$ cat config.mk
export PLATFORM = sky130hd
export DESIGN_NAME = memory_stage
export DESIGN_NICKNAME = d
export VERILOG_FILES = /design/src/rtl/cpu_pkg.sv /design/src/rtl/mem_req_fsm.sv /design/src/rtl/memory_stage.sv
export SDC_FILE = /design/constraint.sdc
export NUM_CORES = 1
export LEC_CHECK = 0
export BUFFER_PORTS_ARGS = -buffer_cell sky130_fd_sc_hd__buf_2
export CORE_MARGIN = 2
export CORE_UTILIZATION = 53
export CTS_CLUSTER_DIAMETER = 40
export CTS_CLUSTER_SIZE = 40
export DETAILED_ROUTE_END_ITERATION = 16
export PLACE_DENSITY_LB_ADDON = 0.08
export SYNTH_ARGS = -nofsm -noshare
export SYNTH_HDL_FRONTEND = slang
export SYNTH_HIERARCHICAL = 1
export SYNTH_SLANG_ARGS = --single-unit
export TNS_END_PERCENT = 5
$ cat constraint.sdc
create_clock -name clk -period 2.6 [get_ports clk]
set_input_delay 0.39 -clock clk [delete_from_list [all_inputs] [get_ports clk]]
set_output_delay 0.39 -clock clk [all_outputs]
set_load 0.01 [all_outputs]
$ cat src/rtl/cpu_pkg.sv
// Shared types and constants for the CPU pipeline MEM stage.
//   mem_state_t : MEM stage access state (idle, data-memory access, bus read)
//   REG_W       : register / datapath width
//   RADDR_W     : register-file address width
package cpu_pkg;

    typedef enum logic [1:0] {
        MEM_IDLE,
        MEM_ACC,
        MEM_BUS
    } mem_state_t;

    localparam int REG_W   = 16;
    localparam int RADDR_W = 4;

endpackage

$ cat src/rtl/mem_req_fsm.sv
// Request/acknowledge sequencer for the MEM stage.
//
// state    | meaning
// ---------+-----------------------------------------------
// MEM_IDLE | no access outstanding; start_* launches one
// MEM_ACC  | dmem_req held high until dmem_ack
// MEM_BUS  | bus_req held high until bus_ack
//
// Ports
//   clk, rst_n    : clock, async active-low reset
//   start_mem_i   : launch a data-memory access (wins over start_bus_i)
//   start_bus_i   : launch an accelerator-bus read
//   dmem_ack_i    : data-memory acknowledge
//   bus_ack_i     : accelerator-bus acknowledge
//   state_o       : current state
//   dmem_req_o    : registered data-memory request
//   bus_req_o     : registered bus request
//   done_o        : access completes at this clock edge
//   mem_err_o     : one-cycle timeout pulse
//
// Build option: MEM_TIMEOUT_EN adds an 8-bit wait counter that abandons an
// access after TIMEOUT_CYC unacknowledged cycles. Without it the sequencer
// waits forever and mem_err_o is tied low.
module mem_req_fsm
    import cpu_pkg::*;
#(
    parameter int TIMEOUT_CYC = 255
) (
    input  logic       clk,
    input  logic       rst_n,
    input  logic       start_mem_i,
    input  logic       start_bus_i,
    input  logic       dmem_ack_i,
    input  logic       bus_ack_i,
    output mem_state_t state_o,
    output logic       dmem_req_o,
    output logic       bus_req_o,
    output logic       done_o,
    output logic       mem_err_o
);

    mem_state_t state_q, state_d;
    logic       dmem_req_q, dmem_req_d;
    logic       bus_req_q, bus_req_d;
    logic       timeout;

`ifdef MEM_TIMEOUT_EN
    logic [7:0] wait_cnt_q, wait_cnt_d;
    logic       mem_err_q;
    logic       ack_cur;

    // The counter has already seen TIMEOUT_CYC-1 idle cycles, so this is the
    // last allowed wait cycle: request stays high exactly TIMEOUT_CYC cycles.
    assign timeout = (wait_cnt_q == 8'(TIMEOUT_CYC - 1));
    assign ack_cur = (state_q == MEM_ACC) ? dmem_ack_i : bus_ack_i;
    // Entering from IDLE always starts at zero.
    assign wait_cnt_d = (state_q == MEM_IDLE) ? 8'd0 : wait_cnt_q + 8'd1;

    always_ff @(posedge clk or negedge rst_n) begin
        if (!rst_n) begin
            wait_cnt_q <= 8'd0;
            mem_err_q  <= 1'b0;
        end else begin
            wait_cnt_q <= wait_cnt_d;
            mem_err_q  <= (state_q != MEM_IDLE) && !ack_cur && timeout;
        end
    end

    assign mem_err_o = mem_err_q;
`else
    // Keeps the parameter referenced in the build without a timeout.
    logic [7:0] timeout_unused;
    assign timeout_unused = 8'(TIMEOUT_CYC);
    assign timeout        = 1'b0;
    assign mem_err_o      = 1'b0;
`endif

    always_ff @(posedge clk or negedge rst_n) begin
        if (!rst_n) begin
            state_q    <= MEM_IDLE;
            dmem_req_q <= 1'b0;
            bus_req_q  <= 1'b0;
        end else begin
            state_q    <= state_d;
            dmem_req_q <= dmem_req_d;
            bus_req_q  <= bus_req_d;
        end
    end

    always_comb begin
        state_d    = state_q;
        dmem_req_d = dmem_req_q;
        bus_req_d  = bus_req_q;
        done_o     = 1'b0;
        case (state_q)
            MEM_IDLE: begin
                if (start_mem_i) begin
                    state_d    = MEM_ACC;
                    dmem_req_d = 1'b1;
                end else if (start_bus_i) begin
                    state_d   = MEM_BUS;
                    bus_req_d = 1'b1;
                end
            end
            MEM_ACC: begin
                if (dmem_ack_i) begin
                    state_d    = MEM_IDLE;
                    dmem_req_d = 1'b0;
                    done_o     = 1'b1;
                end else if (timeout) begin
                    state_d    = MEM_IDLE;
                    dmem_req_d = 1'b0;
                end
            end
            MEM_BUS: begin
                if (bus_ack_i) begin
                    state_d   = MEM_IDLE;
                    bus_req_d = 1'b0;
                    done_o    = 1'b1;
                end else if (timeout) begin
                    state_d   = MEM_IDLE;
                    bus_req_d = 1'b0;
                end
            end
            default: begin
                state_d    = MEM_IDLE;
                dmem_req_d = 1'b0;
                bus_req_d  = 1'b0;
            end
        endcase
    end

    assign state_o    = state_q;
    assign dmem_req_o = dmem_req_q;
    assign bus_req_o  = bus_req_q;

endmodule

$ cat src/rtl/memory_stage.sv
// CPU pipeline MEM stage: data-memory load/store or accelerator-bus read,
// upstream stall while an access is outstanding, forwarding back to execute
// and the registered writeback result for WB.
//
// Ports
//   clk, rst_n                 : clock, async active-low reset
//   ex_*                       : registered control/data from execute
//   mem_regwrite/memread/
//   mem_regwraddr/regwrdata    : forwarding to execute (combinational)
//   mem_stall                  : freeze PC/IF/ID/EX
//   dmem_req/we/addr/wdata     : data-memory request side (registered)
//   dmem_rdata, dmem_ack       : data-memory response
//   bus_req/addr               : accelerator-bus request side (registered)
//   bus_rdata, bus_ack         : accelerator-bus response
//   wb_regwrite/regwraddr/
//   wb_regwrdata               : registered writeback result
//   mem_err                    : one-cycle timeout pulse
//
// Build option: MEM_TIMEOUT_EN enables the access timeout in mem_req_fsm.
module memory_stage
    import cpu_pkg::*;
#(
    parameter int DMEM_AW     = 16,
    parameter int BUS_AW      = 8,
    parameter int TIMEOUT_CYC = 255
) (
    input  logic               clk,
    input  logic               rst_n,
    input  logic               ex_regwrite,
    input  logic               ex_memtoreg,
    input  logic               ex_bustoreg,
    input  logic               ex_memread,
    input  logic               ex_memwrite,
    input  logic [REG_W-1:0]   ex_alu_out,
    input  logic [REG_W-1:0]   ex_alu_src2,
    input  logic [RADDR_W-1:0] ex_regwraddr,
    output logic               mem_regwrite,
    output logic               mem_memread,
    output logic [RADDR_W-1:0] mem_regwraddr,
    output logic [REG_W-1:0]   mem_regwrdata,
    output logic               mem_stall,
    output logic               dmem_req,
    output logic               dmem_we,
    output logic [DMEM_AW-1:0] dmem_addr,
    output logic [REG_W-1:0]   dmem_wdata,
    input  logic [REG_W-1:0]   dmem_rdata,
    input  logic               dmem_ack,
    output logic               bus_req,
    output logic [BUS_AW-1:0]  bus_addr,
    input  logic [REG_W-1:0]   bus_rdata,
    input  logic               bus_ack,
    output logic               wb_regwrite,
    output logic [RADDR_W-1:0] wb_regwraddr,
    output logic [REG_W-1:0]   wb_regwrdata,
    output logic               mem_err
);

    mem_state_t         state;
    logic               idle, done, start_mem, access;

    logic               cap_regwrite_q, cap_memtoreg_q, cap_bustoreg_q, cap_memwrite_q;
    logic [RADDR_W-1:0] cap_regwraddr_q;
    logic [REG_W-1:0]   cap_alu_q;
    logic [DMEM_AW-1:0] dmem_addr_q;
    logic [REG_W-1:0]   dmem_wdata_q;
    logic [BUS_AW-1:0]  bus_addr_q;
    logic               wb_regwrite_q;
    logic [RADDR_W-1:0] wb_regwraddr_q;
    logic [REG_W-1:0]   wb_regwrdata_q, wb_data_d;

    assign idle      = (state == MEM_IDLE);
    assign start_mem = ex_memread | ex_memwrite;
    assign access    = start_mem | ex_bustoreg;
    // Stall combinationally on a new access so EX holds the op during capture.
    assign mem_stall = !idle || access;

    mem_req_fsm #(
        .TIMEOUT_CYC (TIMEOUT_CYC)
    ) u_req_fsm (
        .clk         (clk),
        .rst_n       (rst_n),
        .start_mem_i (start_mem),
        .start_bus_i (ex_bustoreg),
        .dmem_ack_i  (dmem_ack),
        .bus_ack_i   (bus_ack),
        .state_o     (state),
        .dmem_req_o  (dmem_req),
        .bus_req_o   (bus_req),
        .done_o      (done),
        .mem_err_o   (mem_err)
    );

    always_ff @(posedge clk or negedge rst_n) begin
        if (!rst_n) begin
            cap_regwrite_q  <= 1'b0;
            cap_memtoreg_q  <= 1'b0;
            cap_bustoreg_q  <= 1'b0;
            cap_memwrite_q  <= 1'b0;
            cap_regwraddr_q <= '0;
            cap_alu_q       <= '0;
            dmem_addr_q     <= '0;
            dmem_wdata_q    <= '0;
            bus_addr_q      <= '0;
        end else if (idle) begin
            cap_regwrite_q  <= ex_regwrite;
            cap_memtoreg_q  <= ex_memtoreg;
            cap_bustoreg_q  <= ex_bustoreg;
            cap_memwrite_q  <= ex_memwrite;
            cap_regwraddr_q <= ex_regwraddr;
            cap_alu_q       <= ex_alu_out;
            if (start_mem) begin
                dmem_addr_q  <= ex_alu_out[DMEM_AW-1:0];
                dmem_wdata_q <= ex_alu_src2;
            end else if (ex_bustoreg) begin
                bus_addr_q   <= ex_alu_out[BUS_AW-1:0];
            end
        end
    end

    always_comb begin
        wb_data_d = cap_alu_q;
        if (cap_memtoreg_q)
            wb_data_d = dmem_rdata;
        else if (cap_bustoreg_q)
            wb_data_d = bus_rdata;
    end

    always_ff @(posedge clk or negedge rst_n) begin
        if (!rst_n) begin
            wb_regwrite_q  <= 1'b0;
            wb_regwraddr_q <= '0;
            wb_regwrdata_q <= '0;
        end else if (idle) begin
            // An access launching this cycle sends a bubble to WB.
            wb_regwrite_q  <= ex_regwrite && !access;
            wb_regwraddr_q <= ex_regwraddr;
            wb_regwrdata_q <= ex_alu_out;
        end else if (done) begin
            wb_regwrite_q  <= cap_regwrite_q && !cap_memwrite_q;
            wb_regwraddr_q <= cap_regwraddr_q;
            wb_regwrdata_q <= wb_data_d;
        end else begin
            wb_regwrite_q  <= 1'b0;
        end
    end

    // Write strobe follows the request so it drops with it on ack or timeout.
    assign dmem_we       = dmem_req && cap_memwrite_q;
    assign dmem_addr     = dmem_addr_q;
    assign dmem_wdata    = dmem_wdata_q;
    assign bus_addr      = bus_addr_q;

    assign mem_regwrite  = ex_regwrite;
    assign mem_memread   = ex_memread;
    assign mem_regwraddr = ex_regwraddr;
    assign mem_regwrdata = ex_alu_out;

    assign wb_regwrite   = wb_regwrite_q;
    assign wb_regwraddr  = wb_regwraddr_q;
    assign wb_regwrdata  = wb_regwrdata_q;

endmodule

==> impl_metrics.csv <==
group,metric,value,unit
sta,slew_viol_final,0,
worst_hold_path,hold_class,"input port to flop",
detailed_routing,drc_errors,0,
power,powerDensity,1222,nW/um2
worst_hold_path,holdCritStartpoint,"ex_alu_src2[9]",
logic_synthesis,synth_top_area_share,52.62,%
detailed_routing,vias,3248,
setup_path,arrival,1.64,ns
logic_synthesis,syn_nets,464,
grt,grt_pass1_vias,3185,
grt,grtUsageTotal,22.58,%
clocking,numCtsBuffers,9,
setup_path,crit_type,"flop to output pin",
sta,fin_setup_tns,0,ns
worst_hold_path,holdPathEnd,"dmem_wdata[9]",
detailed_routing,routed_via_density,5.147,
power,leakage,2.546,nW
sta,finalCritPeriodShare,78.25,%
setup_path,slowest_stage,"dfrtp_1",
sta,fin_skew,0.01195,ns
die,die_y,93.37,um
finish,fillers,644,
finish,syn_to_final_growth,22.64,%
sta,rsz0062_at_grt,"no",
clocking,worst_skew_pair.late_latency,0.35,ns
placement,dp_hpwl,6.790,mm
finish,drive_gt1_share,41.21,%
logic_synthesis,avgSynthCellArea,11.02,um2
die,io_pins,165,
finish,final_common_cell,"buf_2",
logic_synthesis,ys_types,35,
status,status,"completed",
die,dieArea,8717,um2
clocking,clockBufferDepth,2,
grt,grt_max_degree,57,
finish,nets,604,
setup_path,worstPathMaxFanout,8,
detailed_routing,wire_per_inst,15.05,um
detailed_routing,antenna_left,0,
sta,slew-limit-headroom,46.57,%
logic_synthesis,postSynthCellCount,384,
setup_path,max_stage_delay,0.43,ns
worst_hold_path,hold_depth,2,
clocking,cts_num_sinks,89,
sta,max_freq,491.5,MHz
setup_path,rr_worst_depth,4,
logic_synthesis,synth_seq_area_share,52.62,%
clocking,clockRootBuffer,"clkbuf_8",
logic_synthesis,ys_ff_latch,89,
detailed_routing,wirelength,9.499,mm
logic_synthesis,yosys.area.top_type,"dfrtp_1",
placement,gp_congestion,0.7586,
setup_path,r2r-start,"u_req_fsm/state_o[1]",
grt,grt_pass1_wl,15.38,mm
logic_synthesis,ys_warn_count,6,
setup_path,critPathCaptureType,"output pin",
setup_path,worst_setup_path_start_kind,"flop",
sta,worst_slew_pin_slew,0.8015,ns
setup_path,path_cells,"nor2_2 -> buf_4 -> nand2_1 -> buf_2",
placement,port_buffers,163,
power,vdd_drop_max,0.6473,mV
sta,post-route-min-period,2.035,ns
clocking,post_cts_resized,0,
grt,antenna_found_initial,0,
finish,n_antenna_cell,0,
setup_path,cp_data_required_time,2.21,ns
clocking,cts_tree,"built",
sta,setup_viol,0,
die,start_util,54.78,%
logic_synthesis,syn-cell-area,4233,um2
die,rows,32,
detailed_routing,drt-pass1-iter-count,4,
detailed_routing,drtIter0Drc,123,
run,max_cap_violations,0,
setup_path,r2r-end,"dmem_addr[12]",
setup_path,rrSetupSlack,0.80,ns
finish,layout_common_cells,"162 x buf_2, 89 x dfrtp_1, 74 x nand2_1",
logic_synthesis,yosys-top-cells-area,"dfrtp_1 53%, mux2_1 9.3%, nand2_1 6.6%",
die,core_area,7727,um2
clocking,clkTransAtPathRegs,0.09,ns
grt,overflow,0,
clocking,htree_levels,3,
power,total_power,6.343,mW
sta,finalHoldViolCount,0,
die,die_x,93.37,um
## worst max path at each step
stage | from | slack (ns) | depth (start not counted) | end
final | u_req_fsm/state_o[1] | 0.57 | 4 | mem_stall
after floorplan | u_req_fsm/state_o[1] | 0.90 | 8 | wb_regwraddr[3]
after detailed placement | u_req_fsm/state_o[1] | 0.80 | 4 | dmem_addr[12]
after CTS | u_req_fsm/state_o[1] | 0.56 | 4 | mem_stall
after global placement | u_req_fsm/state_o[1] | 0.82 | 4 | dmem_addr[12]
after global routing | u_req_fsm/state_o[1] | 0.45 | 4 | mem_stall
## metrics by stage
step | cells | utilization, % | area [um2] | hold slack (ns) | setup WS (ns)
after floorplan | 384 | - | 4233 | 0.09441 | 0.9000
after global placement | 614 | 64.44 | 4980 | 0.3602 | 0.8220
after detailed placement | 614 | 64.44 | 4980 | 0.3599 | 0.7994
after CTS | 631 | 67.18 | 5191 | 0.2352 | 0.5633
after global routing | 631 | 67.18 | 5191 | 0.2269 | 0.4548
final | 631 | 67.18 | 5191 | 0.2475 | 0.5655
## timing repair
item                       CTS  global route
hold buffers                 1             0
setup buffers                0             0
hold endpoints to repair    32             0
setup endpoints to repair    0             0
## Yosys cell counts, drive strengths merged
master / n
a21oi: 1
a22oi: 1
a31oi: 17
a32o: 1
and2: 1
buf: 37
clkbuf: 7
conb: 1
dfrtp: 89
ha: 3
inv: 3
mux2: 56
mux2i: 4
nand2: 74
nand2b: 34
nand3: 3
nor2: 20
nor2b: 3
nor3: 1
nor3b: 1
nor4b: 1
o211ai: 16
o21ai: 4
o31ai: 1
o32a: 2
or2: 1
or2b: 2
## where the power goes
group	internal [mW]	switching [mW]	leakage (nW)
logic	1.32	1.55	1.40
clock network	0.458	0.505	0.0954
registers	2.09	0.420	1.05
## final cells by class
type	count	area, um2	area share [%]
clock buffer	10	127.6	2.458
multi-input combinational	248	1703	32.80
tap	102	127.6	2.458
sequential	89	2227	42.90
inverter	3	11.26	0.2169
timing repair buffer	173	920.9	17.74
clock inverter	6	73.82	1.422
## worst max-delay path: cells and delay by family (launching register included)
kind,cells,cell delay (ns)
buf+inv,2,0.40
flops,1,0.43
simple gates,2,0.46
## state kept, by name, summed over array words and instances, names as in the netlist
| signal | flops |
|---|---|
| u_req_fsm/state_o | 2 |
| wb_regwraddr | 4 |
| cap_regwrite_q | 1 |
| dmem_wdata | 16 |
| wb_regwrdata | 16 |
| wb_regwrite | 1 |
| bus_addr | 8 |
| cap_bustoreg_q | 1 |
| cap_memtoreg_q | 1 |
| u_req_fsm/bus_req_o | 1 |
| u_req_fsm/dmem_req_o | 1 |
| cap_regwraddr_q | 4 |
| dmem_addr | 16 |
| cap_memwrite_q | 1 |
| cap_alu_q | 16 |
## kinds of logic after synthesis
| group | count (synthesis) | synth area share [%] |
|---|---|---|
| buffers and inverters | 47 | 7.272 |
| AND/OR/NAND/NOR | 141 | 16.29 |
| flip-flops | 89 | 52.62 |
| other | 1 | 0.08859 |
| AO/OA/AOI/OAI | 43 | 7.006 |
| multiplexers | 60 | 15.84 |
| adder cells (fa/ha/maj) | 3 | 0.8869 |
## metal layers
layer	share of wire, %	routed length (um)	track usage, %	up-vias
met5	0	0	0	-
met2	46	4404	36.57	116
met1	45	4257	30.02	1554
met3	7.0	665	5.077	16
li1	-	-	-	1562
met4	1.8	172	7.966	0
No activity file was read; power rests on OpenSTA's default activity.
